[config.mk]
export PLATFORM = sky130hd
export DESIGN_NAME = demux_1x4_buf
export DESIGN_NICKNAME = d
export VERILOG_FILES = /design/src/rtl/demux_pkg.sv /design/src/rtl/demux_out_slot.sv /design/src/rtl/demux_1x4_buf.sv
export SDC_FILE = /design/constraint.sdc
export NUM_CORES = 1
export LEC_CHECK = 0
export CAP_MARGIN = 20
export CORE_MARGIN = 10
export CORE_UTILIZATION = 48
export CTS_BUF_LIST = sky130_fd_sc_hd__clkbuf_2 sky130_fd_sc_hd__clkbuf_4 sky130_fd_sc_hd__clkbuf_8
export CTS_CLUSTER_SIZE = 25
export DETAILED_ROUTE_END_ITERATION = 8
export PLACE_DENSITY = 0.84
export SLEW_MARGIN = 20
export SYNTH_ARGS = -nofsm -noshare
export SYNTH_HDL_FRONTEND = slang
export SYNTH_SLANG_ARGS = --single-unit
[constraint.sdc]
create_clock -name clk -period 2.8 [get_ports clk]
set_input_delay 0.42 -clock clk [delete_from_list [all_inputs] [get_ports clk]]
set_output_delay 0.42 -clock clk [all_outputs]
set_load 0.02 [all_outputs]
[src/rtl/demux_pkg.sv]
// Shared definitions for the registered 1-to-4 stream demultiplexer:
// channel count, select width, channel index type and slot state encoding.
package demux_pkg;

    localparam int CH_NUM = 4;
    localparam int SEL_W  = 2;

    typedef logic [SEL_W-1:0] ch_idx_t;

    typedef enum logic {
        SLOT_EMPTY = 1'b0,
        SLOT_FULL  = 1'b1
    } slot_state_t;

    function automatic logic [CH_NUM-1:0] sel_onehot(input ch_idx_t idx);
        sel_onehot      = '0;
        sel_onehot[idx] = 1'b1;
    endfunction

endpackage

[src/rtl/demux_out_slot.sv]
// One-entry output holding slot with a valid/ready handshake towards its consumer.
// can_load tells the upstream decode whether a beat may be written this cycle.
module demux_out_slot
    import demux_pkg::*;
#(
    parameter int DATA_W = 8
) (
    input  logic              clk,
    input  logic              rst_n,
    input  logic              load,
    input  logic [DATA_W-1:0] din,
    output logic [DATA_W-1:0] dout,
    output logic              dout_valid,
    input  logic              dout_ready,
    output logic              can_load
);

    slot_state_t state_q, state_d;
    logic [DATA_W-1:0] data_q;

    // NOTE: sequential state uses <= so every register samples pre-edge values.
    always_ff @(posedge clk or negedge rst_n) begin
        if (!rst_n) begin
            state_q <= SLOT_EMPTY;
        end else begin
            state_q <= state_d;
        end
    end

    // NOTE: state_d is given a default first so no path leaves it unassigned (no latch).
    always_comb begin
        state_d = state_q;
        case (state_q)
            SLOT_EMPTY: if (load) state_d = SLOT_FULL;
            SLOT_FULL:  if (dout_ready && !load) state_d = SLOT_EMPTY;
        endcase
    end

    // NOTE: the data register is reset on purpose: outputs must read zero after reset.
    always_ff @(posedge clk or negedge rst_n) begin
        if (!rst_n) begin
            data_q <= '0;
        end else if (load) begin
            data_q <= din;
        end
    end

    assign dout       = data_q;
    assign dout_valid = (state_q == SLOT_FULL);
    assign can_load   = !dout_valid || dout_ready;

endmodule

[src/rtl/demux_1x4_buf.sv]
// Registered 1-to-4 stream demultiplexer: {s1,s0} routes each input beat into one of
// four independent output slots. Define DEMUX_CNT_EN to add per-channel beat counters.
module demux_1x4_buf
    import demux_pkg::*;
#(
    parameter int DATA_W = 8
`ifdef DEMUX_CNT_EN
    ,
    parameter int CNT_W  = 16
`endif
) (
    input  logic              clk,
    input  logic              rst_n,
    input  logic [DATA_W-1:0] din,
    input  logic              s1,
    input  logic              s0,
    input  logic              din_valid,
    output logic              din_ready,
    output logic [DATA_W-1:0] o0,
    output logic [DATA_W-1:0] o1,
    output logic [DATA_W-1:0] o2,
    output logic [DATA_W-1:0] o3,
    output logic              o0_valid,
    output logic              o1_valid,
    output logic              o2_valid,
    output logic              o3_valid,
    input  logic              o0_ready,
    input  logic              o1_ready,
    input  logic              o2_ready,
    input  logic              o3_ready
`ifdef DEMUX_CNT_EN
    ,
    input  logic              cnt_clr,
    output logic [CNT_W-1:0]  cnt0,
    output logic [CNT_W-1:0]  cnt1,
    output logic [CNT_W-1:0]  cnt2,
    output logic [CNT_W-1:0]  cnt3
`endif
);

    ch_idx_t             sel;
    logic                accept;
    logic [CH_NUM-1:0]   load_vec;
    logic [CH_NUM-1:0]   slot_can_load;
    logic [CH_NUM-1:0]   slot_valid;
    logic [CH_NUM-1:0]   slot_ready;
    logic [DATA_W-1:0]   slot_data [CH_NUM];

    assign sel        = {s1, s0};
    assign slot_ready = {o3_ready, o2_ready, o1_ready, o0_ready};

    // Ready-through: the selected slot may accept if empty or draining this cycle.
    assign din_ready = slot_can_load[sel];
    assign accept    = din_valid && din_ready;
    assign load_vec  = accept ? sel_onehot(sel) : '0;

    for (genvar g = 0; g < CH_NUM; g++) begin : g_slot
        demux_out_slot #(
            .DATA_W(DATA_W)
        ) u_slot (
            .clk       (clk),
            .rst_n     (rst_n),
            .load      (load_vec[g]),
            .din       (din),
            .dout      (slot_data[g]),
            .dout_valid(slot_valid[g]),
            .dout_ready(slot_ready[g]),
            .can_load  (slot_can_load[g])
        );
    end

    assign o0       = slot_data[0];
    assign o1       = slot_data[1];
    assign o2       = slot_data[2];
    assign o3       = slot_data[3];
    assign o0_valid = slot_valid[0];
    assign o1_valid = slot_valid[1];
    assign o2_valid = slot_valid[2];
    assign o3_valid = slot_valid[3];

`ifdef DEMUX_CNT_EN
    logic [CNT_W-1:0] cnt_q [CH_NUM];

    // Saturating accept counters; a clear wins over a same-cycle increment.
    always_ff @(posedge clk or negedge rst_n) begin
        if (!rst_n) begin
            for (int i = 0; i < CH_NUM; i++) cnt_q[i] <= '0;
        end else begin
            for (int i = 0; i < CH_NUM; i++) begin
                if (cnt_clr) begin
                    cnt_q[i] <= '0;
                end else if (load_vec[i] && (cnt_q[i] != '1)) begin
                    cnt_q[i] <= cnt_q[i] + CNT_W'(1);
                end
            end
        end
    end

    assign cnt0 = cnt_q[0];
    assign cnt1 = cnt_q[1];
    assign cnt2 = cnt_q[2];
    assign cnt3 = cnt_q[3];
`endif

endmodule

==> results.json <==
{
  "die-area_sq_mm": 0.00547,
  "antenna_found_initial": 0,
  "r2r_end": "g_slot[1].u_slot.dout[6]",
  "grt_max_degree": 37,
  "cts_tree": "yes",
  "yosys.cell_count.top_type": "dfrtp_1",
  "async_reset_ff_share_pct": 100,
  "syn_avg_cell_area_sq_um": 16.0,
  "core_area_sq_mm": 0.00276,
  "fp.dieH_um": 73.9,
  "ir_worst_vdd_uv": 721,
  "ys_top_cells_by_count": "36 x dfrtp_1, 32 x mux2_2, 5 x nand2_1, 4 x nand2b_1",
  "regToRegStartpoint": "g_slot[1].u_slot.dout_valid",
  "cts.sinks": 36,
  "num_vias": 955,
  "synth-edff-count": 0,
  "fp.dieW_um": 73.9,
  "max_stage_delay_ns": 0.56,
  "regArea_sq_um": 901,
  "reg2reg_slack_ns": 1.33,
  "yosys_warnings": 0,
  "grt.overflow.total": 0,
  "clk_pin_slew_ns": 0.11,
  "fmax_ghz": 0.408,
  "area_growth_pct": 44.6,
  "tightest_slew_ns": 0.762,
  "slew_viol_final": 0,
  "cts_buffers": 5,
  "antenna_left": 0,
  "finalSetupTns_ns": 0,
  "postCtsHoldBufs": 0,
  "dp_hpwl_um": 2620,
  "rr_worst_depth": 3,
  "relSlewSlack_pct": 49.2,
  "setup_viol": 0,
  "cp.required_ns": 2.38,
  "dp_cells": 170,
  "hold_viol": 0,
  "skew_ns": 0.0142,
  "root_buffer": "clkbuf_4",
  "cts_resized": 0,
  "initial_core_util_pct": 50.6,
  "critical_path_arrival_ns": 2.03,
  "critPathCaptureType": "output pin",
  "startpoint_type": "input pin",
  "cp_max_fo": 4,
  "first_pass_iters": 2,
  "finalNonFillerCells": 178,
  "placed_cell_area_sq_mm": 0.00196,
  "grt.total_usage_pct": 13.2,
  "drtIter0Drc": 28,
  "period_needed_ns": 2.45,
  "synth_cells": 87,
  "grt_setup_unrepaired": "false",
  "multi_input_area_sq_um": 485,
  "ys_ff_latch": 36,
  "crit_top_cell": "clkdlybuf4s50_1",
  "final_nets": 163,
  "h-tree-depth": 2,
  "hp-class": "input pin to async pin",
  "viasPerCell": 5.37,
  "dp_slack_ns": 0.341,
  "drt-total-wl_um": 3450,
  "fin_area_sq_mm": 0.00202,
  "synth_area_leaders": "dfrtp_1 65%, mux2_2 26%, nand2b_1 1.8%, mux4_2 1.6%, nand2_1 1.3%",
  "drv_cap": 0,
  "fin_crit_sh_pct": 87.5,
  "clock_path_buffers": 2,
  "p_per_area_mw_per_mm2": 729,
  "clock_latency_ns": 0.33,
  "drc": 0,
  "port_buffers": 53,
  "yosysTopAreaCell": "dfrtp_1",
  "post_cts_buffers": 0,
  "ios": 54,
  "drive_above_1_share_pct": 30.6,
  "place_congestion": 0.820,
  "status": "finished clean",
  "rows": 19,
  "crit_chain": "clkdlybuf4s50_1, mux4_2, clkdlybuf4s50_1",
  "diodes": 0,
  "grt_pass1_wl_um": 5460,
  "grt_pass1_vias": 1068,
  "yosysUniqueCellTypes": 12,
  "routedWlPerCell_um": 19.4,
  "p_leak_nw": 0.857,
  "slowest_stage": "clkdlybuf4s50_1",
  "ys.flop_type": "dfrtp_1",
  "synth_fp_nets": 104,
  "path_class": "input pin to output pin",
  "yosysSeqAreaShare_pct": 64.5,
  "syn_area_sq_mm": 0.00140,
  "setup_ws_ns": 0.351,
  "nFillCells": 197,
  "synth_top_area_share_pct": 64.5
}
[logic make-up (layout without fill, tap and decap cells)]
logic type / after synthesis / after routing / share of synthesized area (%)
DFF: 36 / 36 / 64.5
buffers and inverters: 2 / 62 / 0.717
and+or+nand+nor: 15 / 15 / 6.99
muxes: 33 / 33 / 27.4
AOI/OAI and AO/OA: 1 / 1 / 0.358
[worst max-delay path by stage]
stage                     slack [ns]     start  cells after the start        end
after global placement          0.36        s0                      3  din_ready
final                           0.35        s0                      3  din_ready
after floorplan                 1.27  o0_ready                      2  din_ready
after global routing            0.30  o0_ready                      4  din_ready
after CTS                       0.34        s0                      3  din_ready
after detailed placement        0.34        s0                      3  din_ready
[layout by cell type, fill, tap and decap left out]
master            n
and3_1            1
buf_2             1
buf_4             1
clkbuf_4          7
clkdlybuf4s50_1  52
clkinv_4          1
dfrtp_1          36
mux2_2           32
mux4_2            1
nand2_1           5
nand2b_1          4
nand3_1           1
nand3b_2          1
nor2b_1           2
nor3b_4           1
o21ai_0           1
[layout make-up]
type                       count  share of cell area (%)
clock buffer                   7                    2.60
timing repair buffer          54                    26.4
clock inverter                 1                   0.434
sequential                    36                    44.6
multi-input combinational     49                    24.0
tap                           31                    1.92
[metrics by stage]
step	hold slack (ns)	power, mW	util (%)
after floorplan	0.124	0.917	-
after global placement	0.488	1.19	71.0
after detailed placement	0.495	1.21	71.0
after CTS	0.163	1.50	73.2
after global routing	0.180	1.55	73.2
final	0.144	1.47	73.2
[worst max-delay path, delay by kind of cell]
family	cells	cell delay [ns]
mux	1	0.51
buf+inv	2	1.10
[report_power, final]
part	internal, mW	leakage, nW	switching (mW)
clock	0.120	0.0363	0.165
combinational	0.273	0.389	0.240
sequential	0.621	0.431	0.0533
total	1.01	0.857	0.458
[per-layer routing]
layer | up-vias | track usage, % | part of all wire [%]
met3 | 2 | 8.91 | 13
met2 | 39 | 20.4 | 48
met5 | - | 0 | 0
li1 | 430 | - | -
met1 | 484 | 14.1 | 39
met4 | 0 | 5.18 | 0.67
[flip-flops by register name, indices dropped and copies added (netlist names)]
register and cells:
g_slot.u_slot.dout 32, g_slot.u_slot.dout_valid 4
(Power assumes the default switching activity.)
